File: config.mk
export PLATFORM = sky130hd
export DESIGN_NAME = fetch_stage
export DESIGN_NICKNAME = d
export VERILOG_FILES = /design/src/rtl/fetch_stage.sv
export SDC_FILE = /design/constraint.sdc
export NUM_CORES = 1
export LEC_CHECK = 0
export BUFFER_PORTS_ARGS = -buffer_cell sky130_fd_sc_hd__buf_2
export CAP_MARGIN = 10
export CORE_ASPECT_RATIO = 1.4
export CORE_MARGIN = 8
export CORE_UTILIZATION = 47
export CTS_CLUSTER_SIZE = 30
export DETAILED_ROUTE_END_ITERATION = 8
export PLACE_DENSITY = 0.76
export SLEW_MARGIN = 10
export SYNTH_ARGS = -nofsm -noshare
export SYNTH_HDL_FRONTEND = slang
export SYNTH_SLANG_ARGS = --single-unit
File: constraint.sdc
create_clock -name clk -period 2.1 [get_ports clk]
set_input_delay 0.21 -clock clk [delete_from_list [all_inputs] [get_ports clk]]
set_output_delay 0.21 -clock clk [all_outputs]
set_load 0.02 [all_outputs]
File: src/rtl/fetch_stage.sv
// MIPS instruction-fetch stage: PC register, next-PC select, IF/ID register
// and saturating stall/redirect performance counters.
module fetch_stage #(
  parameter logic [31:0] RESET_PC = 32'h0000_0000,
  parameter int          CNT_W    = 32
) (
  input  logic             clk,
  input  logic             reset,
  input  logic             StallF,
  input  logic             StallD,
  input  logic             PCSrcD,
  input  logic             JumpD,
  input  logic [31:0]      PCBranchD,
  input  logic [31:0]      RDF,
  output logic [31:0]      PCF,
  output logic [31:0]      InstrD,
  output logic [31:0]      PCPlus4D,
  output logic             ValidD,
  output logic [CNT_W-1:0] StallCount,
  output logic [CNT_W-1:0] RedirectCount
);

  localparam logic [CNT_W-1:0] CNT_ONE = {{(CNT_W-1){1'b0}}, 1'b1};
  localparam logic [CNT_W-1:0] CNT_MAX = {CNT_W{1'b1}};

  logic [31:0]      r_pcf;
  logic [31:0]      r_instr_d;
  logic [31:0]      r_pcplus4_d;
  logic             r_valid_d;
  logic [CNT_W-1:0] r_stall_cnt;
  logic [CNT_W-1:0] r_redir_cnt;

  logic [31:0] w_pcplus4_f;
  logic [31:0] w_jump_target;
  logic [31:0] w_pc_next;
  logic        w_jmp_v;
  logic        w_br_v;
  logic        w_flush;

  // A bubble in Decode must never steer the PC.
  assign w_jmp_v       = JumpD & r_valid_d;
  assign w_br_v        = PCSrcD & r_valid_d;
  assign w_flush       = (w_jmp_v | w_br_v) & ~StallD;
  assign w_pcplus4_f   = r_pcf + 32'd4;
  assign w_jump_target = {r_pcplus4_d[31:28], r_instr_d[25:0], 2'b00};

  always_comb begin
    w_pc_next = w_pcplus4_f;
    if (w_jmp_v) begin
      w_pc_next = w_jump_target;
    end else if (w_br_v) begin
      w_pc_next = {PCBranchD[31:2], 2'b00};
    end
  end

  always_ff @(posedge clk) begin
    if (reset) begin
      r_pcf       <= {RESET_PC[31:2], 2'b00};
      r_instr_d   <= 32'd0;
      r_pcplus4_d <= 32'd0;
      r_valid_d   <= 1'b0;
      r_stall_cnt <= '0;
      r_redir_cnt <= '0;
    end else begin
      if (!StallF) begin
        r_pcf <= w_pc_next;
      end

      // Squash the wrong-path fetch; a stalled F with free D becomes a bubble
      // so the held PC's instruction does not enter Decode twice.
      if (w_flush || (!StallD && StallF)) begin
        r_instr_d   <= 32'd0;
        r_pcplus4_d <= 32'd0;
        r_valid_d   <= 1'b0;
      end else if (!StallD) begin
        r_instr_d   <= RDF;
        r_pcplus4_d <= w_pcplus4_f;
        r_valid_d   <= 1'b1;
      end

      if (StallF && (r_stall_cnt != CNT_MAX)) begin
        r_stall_cnt <= r_stall_cnt + CNT_ONE;
      end
      if (w_flush && (r_redir_cnt != CNT_MAX)) begin
        r_redir_cnt <= r_redir_cnt + CNT_ONE;
      end
    end
  end

  assign PCF           = r_pcf;
  assign InstrD        = r_instr_d;
  assign PCPlus4D      = r_pcplus4_d;
  assign ValidD        = r_valid_d;
  assign StallCount    = r_stall_cnt;
  assign RedirectCount = r_redir_cnt;

endmodule

# Word level (Yosys, flattened, before mapping)
# Cells that the tools add are included.
[totals] ff_bits=161 in_bits=70 out_inout_bits=161 wordCells=24
[classes] n_addsub=3 eq_ne=2 mux=2 bitwise=5 reduce_logical=6
[ops] operator="32-bit by 1-bit adder with 32-bit output (second input constant)" n=2
[ops] operator="32-bit 2-to-1 mux" n=2
[ops] operator="32-bit != test (second input constant)" n=2
[ops] operator="32-bit by 3-bit adder with 32-bit output (second input constant)" n=1
[ops] operator="1-bit bitwise AND" n=3
[ops] operator="1-bit logical AND" n=3
[ops] operator="2-bit OR reduction" n=1
[ops] operator="1-bit zero test" n=1
[ops] operator="1-bit logical OR" n=1
[ops] operator="1-bit inverter" n=1
[ops] operator="1-bit bitwise OR" n=1

# Logic depth before layout (Yosys ltp)
[logic_depth] word_depth=5 ltp_mapped=8 depth_no_buf=6

# Worst setup path after synthesis
# No wires, ideal clock.
[synth_path] kind="register -> register" from="register r_stall_cnt[15] (netlist: StallCount[15])" to="register r_stall_cnt[3] (netlist: StallCount[3])" setup_ns=0.123 arrival_ns=2.287 slack_ns=-0.310 path_stages_with_launch=8 path_buffers=2 synth_period_minus_slack_ns=2.410 cell_sequence="dfxtp_1 > nand4_4 > or4_1 > buf_2 > o41a_1 > buf_6 > nand4_1 > mux2_1"
[synth_between] elab_chain_len=2
[synth_lines] element="from (decl)" line_no="30" text="logic [CNT_W-1:0] r_stall_cnt;"
[synth_lines] element="from (signal assigned)" line_no="82" text="r_stall_cnt <= r_stall_cnt + CNT_ONE;"
[synth_lines] element="32-bit != test" line_no="81" text="if (StallF && (r_stall_cnt != CNT_MAX)) begin"
[synth_lines] element="1-bit logical AND" line_no="81"
# Every way passes these cells.
# A chain may end at the register's enable or synchronous reset.

# Final worst setup path
[layout_path] from="register r_redir_cnt[24] (netlist: RedirectCount[24])" to="register r_redir_cnt[15] (netlist: RedirectCount[15])"
[layout_between] elab_chain_len=2
[layout_lines] element="from (decl)" line_no="31" text="logic [CNT_W-1:0] r_redir_cnt;"
[layout_lines] element="from (signal assigned)" line_no="85" text="r_redir_cnt <= r_redir_cnt + CNT_ONE;"
[layout_lines] element="32-bit != test" line_no="84" text="if (w_flush && (r_redir_cnt != CNT_MAX)) begin"
[layout_lines] element="1-bit logical AND" line_no="84"
# Every way passes these cells.

==> flow_summary.toml <==
[run_status]
outcome = "complete, no violations"

[yosys]
yosys_warnings = 0
edff_count_synth = 0
synth_largest_area_cell = "dfxtp_1"
syn-cell-area_um2 = 7880
post_synth_num_cell_types = 75
synth_top_flop_cell = "dfxtp_1"
synth.top_cell.area_share_pct = 39.9
post_synth.cell_area_avg_um2 = 8.28
async_flop_share_pct = 0
yosysSeqAreaShare_pct = 39.9
synth.area.top_cells = "dfxtp_1, nor2_1, mux2i_1, a21oi_1, xnor2_1"
postSynthRegisterBits = 157
post_synth_inst_count = 951

[layout]
layout.cells.most_common = "buf_2"
drive_gt1_share_pct = 32.7
flow.area_growth_from_synthesis_pct = 34.7
fill_cells = 1413
most_frequent_cells_in_the_layout = "buf_2, dfxtp_1, nor2_1"
final_nets = 1312

[critical_path]
critical-path-slowest-cell = "or4_1"
critical_path.max_stage_delay_ns = 0.69
cp-end-kind = "flop"
critical_path.n_buffers_inverters = 0
timing.critical_path.max_delay_family = "simple AND/OR/NAND/NOR gates"
worst-path-max-fanout = 7
timing.critical_path.arrival_ns = 2.41
crit_path_cell_trace = "nand4_1, or4_1, o311ai_2, nor3_1, o21a_1"
startpoint_class = "flop"
critical_path_class = "flop to flop"
required_ns = 2.43
worst_reg2reg_setup_slack_ns = 0.02

[cts]
clockBufferDepth = 2
path_clk_slew_ns = 0.07
max_h_tree_level = 4
cts_root_buf = "clkbuf_16"
insertion_delay_ns = 0.44
cts_buffers = 17
cts_tree = "done"
clock_sinks = 157

[global_route]
grt_antenna_before_repair = 0
grt-ovfl-total = 0
maximum_number_of_pins_on_one_net_before_global_route_repair = 93
global_route_wire_length_before_repair_um = 41300
grt_pass1_vias = 8090
total_track_usage_pct = 24.2

[power]
design_power_total_w = 0.00714
static-leakage-power_nw = 4.54
power_density_nw_per_um2 = 673
ir_worst_vdd_mv = 0.463

[timing]
hold_violations = 0
finalClockSkew_ns = 0.00876
rsz0062_at_grt = "true"
totalNegativeSetupSlack_ns = 0
worst_slew_pin_slew_ns = 0.651
timing.fmax_mhz = 480
setup_viol = 0
fin_worst_hold_slack_ns = 0.00912
min_clock_period_post_route_ns = 2.08
period_share_pct = 99.3
final-max-slew-violation-count = 0
timing.max_slew.rel_slack_pct = 56.6

[routing]
wirelength_um = 26300
detail_route.wl_per_cell_um = 18.1
detailedRoute.firstIterationViolations = 642
drcViolationCount = 0
ant_nets = 0
post_drt_via_cell_ratio = 5.66
first_pass_iters = 5
route.vias.total = 8236

[min_path]
hp-class = "input pin to flop"

[floorplanning]
die_y_um = 169
core_region_area_um2 = 16600
die_width_um = 125
initial_utilization_pct = 47.4
rows = 56
die_area_um2 = 21200
number_of_primary_i_o_pins = 231

[placement]
dp_hpwl_um = 19200
port_buffers = 224
finalWeightedCongestion = 0.976

[run]
drv_cap = 0
-- path summary, 6_finish.rpt --
| kind | start | cells past startpoint | end |
|---|---|---|---|
| max | RedirectCount[24]$_SDFFE_PP0P_ | 5 | RedirectCount[15]$_SDFFE_PP0P_ |
| min | RDF[18] | 3 | InstrD[18]$_SDFFE_PP0N_ |
| max reg2reg | RedirectCount[24]$_SDFFE_PP0P_ | 5 | RedirectCount[15]$_SDFFE_PP0P_ |
| min reg2reg | PCPlus4D[18]$_SDFFE_PP0N_ | 2 | PCPlus4D[18]$_SDFFE_PP0N_ |
-- kinds of logic (layout without fill, tap and decap cells) --
family                     Yosys count  after routing  synth area share, %
and+or+nand+nor                    364            364                 24.2
other                                1              5               0.0476
muxes                               48             48                 6.15
adders and majority gates            3              3                0.476
DFF                                157            157                 39.9
AOI/OAI and AO/OA                  232            232                 18.9
xor gates and xnor gates            46             46                 5.11
buffers and inverters              100            398                 5.21
-- cell type report --
| cell class | instances | area [um2] | area share, % |
|---|---|---|---|
| Inverter | 32 | 120 | 1.13 |
| Clock inverter | 14 | 144 | 1.36 |
| Antenna cell | 1 | 2.50 | 0.0236 |
| Tap cell | 203 | 254 | 2.39 |
| Sequential cell | 157 | 3210 | 30.2 |
| Clock buffer | 18 | 450 | 4.24 |
| Timing Repair Buffer | 334 | 2030 | 19.1 |
| Multi-Input combinational cell | 697 | 4410 | 41.5 |
-- per-layer routing --
layer  global-route usage, %  vias up  share of wire (%)
met5                       0        -                  0
met4                    10.8        0                3.8
met3                    8.30       55                7.3
met2                    43.7      265                 51
met1                    24.8     3872                 38
li1                        -     4044                  -
-- what timing repair did --
item,4_1_cts,5_1_grt
endpoints found under the hold margin,14,0
buffers inserted,0,13
hold buffers,14,0
endpoints found under the setup margin,0,31
resized for setup,0,14
-- where the power goes --
group,switching (W),internal (W)
clock,0.00141,0.00175
sequential,0.0000773,0.00306
combinational,0.000517,0.000331
total,0.00200,0.00514
-- synthesized netlist by cell type (3+ instances only) --
| cell | n |
|---|---|
| ha_1 | 3 |
| a211oi_1 | 12 |
| o32ai_1 | 3 |
| mux2i_1 | 45 |
| or4_1 | 8 |
| o41ai_1 | 3 |
| o221ai_1 | 4 |
| nand2b_1 | 3 |
| nor4_1 | 8 |
| or3_1 | 30 |
| o21ai_0 | 46 |
| clkbuf_1 | 55 |
| and2_1 | 8 |
| nor2b_1 | 5 |
| and4_1 | 11 |
| o211ai_1 | 5 |
| nor4b_1 | 3 |
| inv_1 | 30 |
| o31ai_1 | 5 |
| dfxtp_1 | 157 |
| xor2_1 | 8 |
| a22oi_1 | 7 |
| a221oi_1 | 3 |
| nand2_1 | 46 |
| a311oi_1 | 5 |
| nor2_1 | 125 |
| o21a_1 | 16 |
| xnor2_1 | 38 |
| a21oi_1 | 80 |
| nor3_1 | 25 |
| buf_1 | 3 |
| o31a_1 | 4 |
| a31oi_1 | 7 |
| nand3_1 | 29 |
| and3_1 | 9 |
| buf_4 | 4 |
| buf_2 | 3 |
| o22ai_1 | 8 |
| nand4_1 | 38 |
-- worst reg2reg max path, cell delays in order, from the launching register on --
cell and delay, ns:
dfxtp_1 0.37, nand4_1 0.15, or4_1 0.69, o311ai_2 0.48, nor3_1 0.10, o21a_1 0.18
-- per-stage QoR --
stage                     utilization (%)  worst slack, ns  cell area, um2  instances
final                                63.9           0.0152           10600       1456
after global routing                 63.9           -0.108           10600       1455
after CTS                            63.0           0.0218           10500       1442
after detailed placement             58.6           0.0452            9730       1396
after global placement               58.6           0.0819            9730       1396
after floorplan                         -          -0.0775            7990        954
-- registers in the layout, summed over array words and instances, names as in the netlist --
register,cells
RedirectCount,32
ValidD,1
StallCount,32
PCPlus4D,30
PCF,30
InstrD,32
No activity file was read; power rests on OpenSTA's default activity.
